File: src/rtl/instruction_fetch.sv
// Fetch stage: holds the PC, issues one imem request at a time, hands words to the decoder.
// Define FETCH_COUNT_EN to add the 16-bit fetch_count output (accepted instructions).
module instruction_fetch #(
  parameter int          BITS      = 16,
  parameter int          ADDR_BITS = 8,
  parameter int unsigned RESET_PC  = 0
) (
  input  logic                 clk,
  input  logic                 rst_n,
  input  logic                 stall,
  input  logic                 redirect,
  input  logic [ADDR_BITS-1:0] redirect_pc,
  output logic                 imem_req,
  output logic [ADDR_BITS-1:0] imem_addr,
  input  logic                 imem_ack,
  input  logic [BITS-1:0]      imem_rdata,
  output logic [BITS-1:0]      instr,
  output logic [ADDR_BITS-1:0] instr_pc,
  output logic                 instr_valid,
  input  logic                 instr_ready
`ifdef FETCH_COUNT_EN
  ,
  output logic [15:0]          fetch_count
`endif
);

  typedef enum logic [1:0] {IDLE, REQ, FULL, DRAIN} state_t;

  localparam logic [ADDR_BITS-1:0] RESET_PC_W = ADDR_BITS'(RESET_PC);

  state_t               r_state;
  state_t               w_state_next;
  logic [ADDR_BITS-1:0] r_pc;
  logic [ADDR_BITS-1:0] w_pc_next;
  logic                 r_req;
  logic [ADDR_BITS-1:0] r_addr;
  logic [ADDR_BITS-1:0] w_addr_next;
  logic [BITS-1:0]      r_instr;
  logic [BITS-1:0]      w_instr_next;
  logic [ADDR_BITS-1:0] r_instr_pc;
  logic [ADDR_BITS-1:0] w_instr_pc_next;
  logic                 r_valid;
  logic                 w_valid_next;
  logic                 w_req_next;
  logic                 w_enter_req;
  logic [ADDR_BITS-1:0] w_pc_target;

  assign w_pc_target = redirect ? redirect_pc : r_pc;

  always_comb begin
    w_state_next    = r_state;
    w_pc_next       = r_pc;
    w_instr_next    = r_instr;
    w_instr_pc_next = r_instr_pc;
    w_valid_next    = r_valid;
    case (r_state)
      IDLE: begin
        if (redirect) w_pc_next = redirect_pc;
        if (!stall) w_state_next = REQ;
      end
      REQ: begin
        if (imem_ack) begin
          if (redirect) begin
            w_pc_next    = redirect_pc;
            w_state_next = stall ? IDLE : REQ;
          end else begin
            w_instr_next    = imem_rdata;
            w_instr_pc_next = r_addr;
            w_valid_next    = 1'b1;
            w_pc_next       = r_pc + ADDR_BITS'(1);
            w_state_next    = FULL;
          end
        end else if (redirect) begin
          w_pc_next    = redirect_pc;
          w_state_next = DRAIN;
        end
      end
      DRAIN: begin
        // The outstanding request belongs to the old path; its data is dropped.
        if (redirect) w_pc_next = redirect_pc;
        if (imem_ack) w_state_next = stall ? IDLE : REQ;
      end
      FULL: begin
        if (redirect) begin
          w_valid_next = 1'b0;
          w_pc_next    = redirect_pc;
          w_state_next = IDLE;
        end else if (instr_ready) begin
          w_valid_next = 1'b0;
          w_state_next = stall ? IDLE : REQ;
        end
      end
      default: w_state_next = IDLE;
    endcase
  end

  // REQ -> REQ only happens after an ack, so it is a fresh request too.
  assign w_enter_req = (w_state_next == REQ) && ((r_state != REQ) || imem_ack);
  assign w_addr_next = w_enter_req ? w_pc_target : r_addr;
  assign w_req_next  = (w_state_next == REQ) || (w_state_next == DRAIN);

  always_ff @(posedge clk) begin
    if (!rst_n) begin
      r_state    <= IDLE;
      r_pc       <= RESET_PC_W;
      r_req      <= 1'b0;
      r_addr     <= '0;
      r_instr    <= '0;
      r_instr_pc <= '0;
      r_valid    <= 1'b0;
    end else begin
      r_state    <= w_state_next;
      r_pc       <= w_pc_next;
      r_req      <= w_req_next;
      r_addr     <= w_addr_next;
      r_instr    <= w_instr_next;
      r_instr_pc <= w_instr_pc_next;
      r_valid    <= w_valid_next;
    end
  end

  assign imem_req    = r_req;
  assign imem_addr   = r_addr;
  assign instr       = r_instr;
  assign instr_pc    = r_instr_pc;
  assign instr_valid = r_valid;

`ifdef FETCH_COUNT_EN
  logic [15:0] r_fetch_count;

  always_ff @(posedge clk) begin
    if (!rst_n) begin
      r_fetch_count <= '0;
    end else if (r_valid && instr_ready && !redirect) begin
      r_fetch_count <= r_fetch_count + 16'd1;
    end
  end

  assign fetch_count = r_fetch_count;
`endif

endmodule
File: config.mk
export PLATFORM = sky130hd
export DESIGN_NAME = instruction_fetch
export DESIGN_NICKNAME = d
export VERILOG_FILES = /design/src/rtl/instruction_fetch.sv
export SDC_FILE = /design/constraint.sdc
export NUM_CORES = 1
export LEC_CHECK = 0
export CAP_MARGIN = 10
export CORE_MARGIN = 2
export CORE_UTILIZATION = 48
export CTS_BUF_LIST = sky130_fd_sc_hd__clkbuf_8 sky130_fd_sc_hd__clkbuf_16
export DETAILED_ROUTE_END_ITERATION = 10
export PLACE_DENSITY = 0.84
export SYNTH_ARGS = -nofsm -noshare
export SYNTH_HDL_FRONTEND = slang
export SYNTH_SLANG_ARGS = --single-unit
File: constraint.sdc
create_clock -name clk -period 2.75 [get_ports clk]
set_input_delay 0.55 -clock clk [delete_from_list [all_inputs] [get_ports clk]]
set_output_delay 0.55 -clock clk [all_outputs]
set_load 0.1 [all_outputs]
# Yosys cells after proc, flatten, opt, wreduce, memory -nomap -nowiden
# Cells that the tools add are included.
# classes
bitwise,1
n_eq_ne,9
reduce_logical,8
addsub,1
mux,18
# ops
op,n
$mux 8,3
$pmux 8 s2,1
$mux 2,7
$add 8x1->8 const B,1
$pmux 2 s4,1
$eq 2x2->1 const B,3
$mux 1,5
$eq 2x1->1 const B,2
$ne 2x2->1 const B,2
$reduce_and 4->1,1
$ne 3x3->1 const B,1
$reduce_and 3->1,1
$reduce_or 3->1,1
$logic_not 2->1,1
$logic_or 1x1->1,2
$ne 2x1->1 const B,1
$pmux 1 s2,1
$reduce_bool 2->1,1
$logic_and 1x1->1,1
$not 1->1,1
# word_totals
register_bits,44
out_inout_bits,34
input_bits,30

# Longest topological paths before layout
# Gate-level depths: netlist of the first run.
# logic_depth
ltp_word,6
depth_mapped,6
mapped_depth_nobuf,3

# Least setup slack after synthesis of the first run
# OpenSTA, ideal clock, no wires.
# synth_timing
kind,register -> register
from,register imem_req (netlist name)
to,register r_pc[7]
path_stages_with_launch,5
t_arrival_ns,1.991
setup_slack_ns,0.689
period_less_slack_ns,2.061
n_path_buf,1
path_cell_list,dfxtp_1 -> buf_2 -> nand3b_4 -> or4_1 -> a21oi_1
# synth_rtl
item,line_no,text
"end signal, assigned",113,r_pc <= w_pc_next;
"end, declared",33,logic [ADDR_BITS-1:0] r_pc;

# Worst setup path after layout of the first run
# layout_timing
from,input redirect
to,register r_pc[5]
# layout_via
elab_chain_cells,3
word_cells_on_any_way,4
cone_classes,4 x mux
# layout_lines
item,line_no,text
"start, declared",11,"input logic redirect,"
$mux 8 (on tied branches),--,
$mux 8,62,if (imem_ack) begin
$pmux 8 s2 *,56,case (r_state)
# Every way passes the cells marked *; elsewhere a longest branch is shown, timed or not.
# A chain may end at the register's enable or synchronous reset.

==> results of run 1 <==
-- power by group through the flow --
| stage | clock network (W) | logic [W] | registers [W] |
|---|---|---|---|
| global route | 0.000605 | 0.000289 | 0.000673 |
| finish | 0.000576 | 0.000272 | 0.000669 |
| detailed placement | 0 | 0.000270 | 0.000683 |
| global placement | 0 | 0.000268 | 0.000683 |
| CTS | 0.000579 | 0.000273 | 0.000669 |
| floorplan | 0 | 0.0000851 | 0.000785 |
-- layout by cell type (no fill, tap or decap), types with 2 or more instances in the layout --
master            n
a21oi_1          32
and2b_2           2
buf_4            39
bufinv_16         2
clkbuf_8          5
clkdlybuf4s50_1  29
dfxtp_1          43
inv_1             3
mux2_2            8
mux2i_1          11
nand2_1          65
nand2b_1          3
nand4_1           3
nor3b_1           2
o211a_1           2
o21ai_0           7
o31ai_1           2
or4_1             2
-- logic make-up after synthesis --
family / Yosys count / synth area share
AND/OR/NAND/NOR: 85 / 0.228
flip-flops: 43 / 0.466
adder cells (fa/ha/maj): 1 / 0.00678
multiplexers: 19 / 0.108
buffers and inverters: 17 / 0.0481
XOR/XNOR: 1 / 0.00475
AO/OA/AOI/OAI: 46 / 0.138
-- final timing paths --
| check | from | endpoint | slack, ns | cells past startpoint |
|---|---|---|---|---|
| min | instr_pc[1] | instr_pc[1] | 0.46 | 2 |
| max | redirect | r_pc[5] | 0.80 | 5 |
| min reg2reg | instr_pc[1] | instr_pc[1] | 0.46 | 2 |
| max reg2reg | imem_req | instr_pc[3] | 1.18 | 4 |
-- flip-flops by register name, summed over array words and instances (netlist names) --
| register | flops |
|---|---|
| imem_req | 1 |
| r_state | 1 |
| r_pc | 8 |
| imem_addr | 8 |
| instr_valid | 1 |
| instr | 16 |
| instr_pc | 8 |
-- worst max-delay path, delay by kind of cell --
kind / cells / cell delay (ns)
AOI/OAI and AO/OA: 1 / 0.15
and+or+nand+nor: 2 / 0.70
buffers and inverters: 2 / 0.79
-- routing by layer --
metal,share of wire,up-vias
met2,0.46,54
met1,0.45,747
met4,0.010,0
met3,0.074,7
li1,-,846
met5,0,-
-- Yosys cell counts (2+ instances only) --
library cell,n
nand2_1,65
dfxtp_1,43
a21oi_1,32
mux2i_1,11
mux2_2,8
o21ai_0,7
clkbuf_1,6
buf_2,5
buf_4,3
nand2b_1,3
nand4_1,3
and2b_2,2
inv_1,2
nor3b_1,2
o211a_1,2
o31ai_1,2
or4_1,2
-- cell type report --
class                      count  area [um^2]
inverter                       2         7.51
multi-input combinational    152          896
fill                         314         1150
sequential                    43          861
timing repair buffer          68          583
clock buffer                   5         68.8
tap                           48         60.1
clock inverter                 3         63.8
-- metrics by stage --
step / power (W) / worst slack (ns) / util / area [um^2] / hold WS, ns
3_3_place_gp: 0.000951 / 0.575 / 0.653 / 2410 / 0.443
4_1_cts: 0.00152 / 0.809 / 0.689 / 2540 / 0.458
5_1_grt: 0.00157 / 0.700 / 0.689 / 2540 / 0.474
3_5_place_dp: 0.000953 / 0.496 / 0.653 / 2410 / 0.447
6_report: 0.00152 / 0.797 / 0.689 / 2540 / 0.456
2_1_floorplan: 0.000870 / 0.689 / - / 1850 / 0.486
==> impl_metrics.csv, run 1 <==
group,metric,value,unit
status,status,"complete, no violations",
synthesis,synthFlopType,"dfxtp_1",
floorplan,io_pins,64,
setup_path,cp_max_fo,10,
global_route,grt_pass1_vias,1585,
setup_path,path_cells,"clkdlybuf4s50_1 > buf_4 > nand4b_4 > or4_1 > a21oi_1",
global_route,grt.met2_usage,0.336,
floorplan,die_y,66.0,um
pwr,power_switching_share,0.274,
synthesis,synth.ff_latch_count,43,
pwr,p_sw,0.000416,W
min_path,worstHoldPathType,"flop to flop",
sta,max_clock_freq,512,MHz
cts,cts_setup_buffers,0,
global_route,grt_max_degree,25,
setup_path,crit_required,2.97,ns
synthesis,avgSynthCellArea,8.71,um^2
synthesis,synth_top_area_cell,"dfxtp_1",
sta,skew,0.00676,ns
setup_path,cp-start-kind,"input port",
route,vias,1654,
pwr,peakVddDrop,0.392,mV
global_route,antenna_found_initial,0,
global_route,grt_pass1_wl,7.01,mm
cts,cts-root-buf,"clkbuf_8",
floorplan,core-area,3690,um^2
global_route,overflow,0,
floorplan,start_util,0.500,
synthesis,ys_seq_area_frac,0.466,
placed_design,io_buffers,63,
final_layout,drive_gt1_frac,0.212,
pwr,p_int,0.00110,W
route,drt-initial-drc-count,103,
cts,cts_resized,0,
pwr,clockPowerShare,0.380,
cts,htree_num_levels,2,
route,drc_errors,0,
pwr,power_density,597,nW/um^2
synthesis,async_reset_ff_frac,0,
final_layout,n_antenna_cell,0,
sta,maxSlewHeadroom,0.660,
setup_path,max_stage_delay,0.54,ns
final_layout,area.growth.synth_to_final,37.6,%
sta,setup-tns-final,0,ns
run,drv_cap,0,
synthesis,syn_nets,243,
synthesis,synth_edf_count,0,
pwr,p_leak,1.09,nW
global_route,grtUsageMet1,0.262,
sta,tightest_slew,0.510,ns
setup_path,endpoint_kind,"flop",
floorplan,fp-row-count,22,
cts,cts.path.max_buffers,2,
floorplan,die_width,66.0,um
route,viasPerCell,5.15,
sta,hold_viol,0,
synthesis,synth_cell_types,31,
route,wl_per_cell,13.0,um
cts,ctsHoldBuffers,0,
sta,fin_crit_sh,0.710,
placed_design,dp.final_hpwl,2.78,mm
synthesis,synth_top_area_frac,0.466,
synthesis,ys_top_cells_by_area,"dfxtp_1 47%, nand2_1 13%, a21oi_1 8.7%",
final_layout,nNetsFinal,303,
sta,rsz0062_at_grt,"no",
cts,clk_pin_slew,0.08,ns
floorplan,die_area,4360,um^2
global_route,busiest_layer,"met2",
cts,clkSinkCount,43,
setup_path,worstPathArrival,2.18,ns
setup_path,critPathSlowestCell,"clkdlybuf4s50_1",
cts,clk_latency,0.30,ns
synthesis,ys_warn_count,0,
placed_design,routabilityCongestion,0.786,
placed_design,place_inst,313,
sta,final_max_slew_viol_count,0,
route,drt_first_pass_iters,4,
cts,cts_tree,"done",
final_layout,finalNonFillerCells,321,
sta,finalSetupViolations,0,
pwr,comb_power_share,0.179,
setup_path,crit_type,"input port to flop",
global_route,grt_usage,0.206,
global_route,use_met3,0.0630,
pwr,seq_power_share,0.441,
synthesis,syn_area,1850,um^2
route,antenna_left,0,
route,wl,4.19,mm
cts,cts_buffers,5,
sta,period_minus_slack,1.95,ns
synthesis,synthCells,212,
Power figures use the tool's default switching activity.
==> inputs of run 2 (changes only) <==
CORE_UTILIZATION = 40   (was 48)
PLACE_DENSITY = 0.75   (was 0.84)
clock period = 1.7 ns   (was 2.75 ns; I/O delays follow)
==> run 2 against run 1 <==
  * Worst setup slack got worse by 0.75 ns
  * Clock skew about the same
  * Hold slack improved by 0.036 ns
  * Via count increased by 1.8%
  * Clock-buffer cell count unchanged
  * Critical path depth unchanged
==> impl_metrics.csv, run 2 (synthesized netlist as in run 1, its figures left out) <==
group,metric,value,unit
cts,clkSinkCount,43,
cts,cts-root-buf,"clkbuf_8",
pwr,clockPowerShare,0.329,
cts,cts_tree,"done",
cts,cts_resized,0,
cts,ctsHoldBuffers,0,
route,drt_first_pass_iters,4,
route,drt-initial-drc-count,121,
pwr,p_int,0.00172,W
final_layout,layout_common_cells,"65 x nand2_1, 42 x dfxtp_1, 37 x buf_12",
run,drv_cap,0,
route,wl_per_cell,12.8,um
sta,finalSetupViolations,0,
global_route,grt_max_degree,25,
sta,rsz0062_at_grt,"no",
setup_path,critPathSlowestCell,"clkdlybuf4s50_1",
setup_path,cp-start-kind,"input port",
cts,cts_buffers,5,
status,status,"complete, no violations",
final_layout,finalNonFillerCells,336,
floorplan,die_width,71.9,um
global_route,antenna_found_initial,0,
final_layout,final_common_cell,"nand2_1",
final_layout,area.growth.synth_to_final,66.6,%
sta,setup-tns-final,0,ns
placed_design,routabilityCongestion,0.910,
route,antenna_left,0,
sta,final_max_slew_viol_count,0,
setup_path,crit_required,1.93,ns
floorplan,die_area,5170,um^2
setup_path,cp_num_buf_inv,2,
final_layout,n_antenna_cell,0,
setup_path,worstPathArrival,1.88,ns
global_route,overflow,0,
pwr,power_density,784,nW/um^2
final_layout,post-route-util,0.696,
global_route,grt_usage,0.172,
sta,tightest_slew,0.465,ns
sta,max_clock_freq,606,MHz
setup_path,endpoint_kind,"flop",
cts,cts_setup_buffers,0,
route,vias,1683,
final_layout,drive_gt1_frac,0.250,
sta,maxSlewHeadroom,0.690,
min_path,worstHoldPathType,"flop to flop",
pwr,seq_power_share,0.454,
floorplan,io_pins,64,
final_layout,nFillCells,333,
final_layout,multi_input_area,896,um^2
final_layout,largest_reg_flops,16,
global_route,grt_pass1_wl,7.00,mm
floorplan,fp-row-count,24,
cts,clk_pin_slew,0.09,ns
floorplan,start_util,0.418,
floorplan,die_y,71.9,um
placed_design,dp.final_hpwl,3.14,mm
placed_design,io_buffers,63,
sta,skew,0.00715,ns
pwr,power_switching_share,0.287,
pwr,comb_power_share,0.217,
pwr,p_leak,1.24,nW
setup_path,path_cells,"clkdlybuf4s50_1 > buf_4 > nand4b_4 > or4_1 > a21oi_1",
sta,hold_viol,0,
sta,fin_crit_sh,0.971,
cts,cts.path.max_buffers,2,
pwr,p_total,0.00241,W
pwr,peakVddDrop,0.433,mV
placed_design,place_inst,328,
final_layout,regArea,865,um^2
setup_path,max_stage_delay,0.50,ns
setup_path,cp_max_fo,7,
sta,period_minus_slack,1.65,ns
pwr,p_sw,0.000692,W
floorplan,core-area,4410,um^2
route,viasPerCell,5.01,
route,drc_errors,0,
route,wl,4.30,mm
global_route,grt_pass1_vias,1544,
setup_path,crit_type,"input port to flop",
setup_path,cp_top_family,"buffers and inverters",
final_layout,nNetsFinal,314,
cts,htree_num_levels,2,
setup_path,ff2ff_setup_slack,0.21,ns
cts,clk_latency,0.30,ns
==> run 2: worst reg2reg max path, stage by stage, from the launching register on <==
cell and delay (ns):
dfxtp_1 0.49, nor2b_1 0.22, a221o_1 0.46, mux2i_1 0.25
==> run 2: final timing paths <==
| kind | from | endpoint | cells after the start |
|---|---|---|---|
| max | redirect | r_pc[5] | 5 |
| min | instr[6] | instr[6] | 2 |
| max reg2reg | r_state[1] | imem_addr[5] | 3 |
| min reg2reg | instr[6] | instr[6] | 2 |
==> run 2: area by class of cell <==
cell class,instances,area share
Clock buffer,5,0.0224
Clock inverter,3,0.0142
Inverter,2,0.00244
Multi-Input combinational cell,152,0.291
Sequential cell,43,0.281
Tap cell,52,0.0212
Timing Repair Buffer,79,0.367
==> run 2: through the flow <==
stage	area (um^2)	hold slack [ns]	setup WS, ns
6_report	3070	0.493	0.0495
5_1_grt	3070	0.517	0.00265
4_1_cts	3070	0.498	0.0874
3_5_place_dp	2960	0.486	-0.242
3_3_place_gp	2960	0.479	-0.171
2_1_floorplan	1850	0.476	0.133
==> run 2: power groups by stage <==
stage	combinational, W	sequential (W)	clock (W)
after floorplan	0.000138	0.00127	0
after global placement	0.000520	0.00112	0
after detailed placement	0.000523	0.00112	0
after CTS	0.000525	0.00109	0.000817
after global routing	0.000548	0.00110	0.000857
final	0.000523	0.00109	0.000792
==> run 2: layer usage <==
metal	GRT usage	up-vias	wire length, um
met2	0.282	68	2030
met3	0.0306	11	274
met1	0.216	742	1910
li1	-	862	-
met4	0.0901	0	82
met5	0	-	0
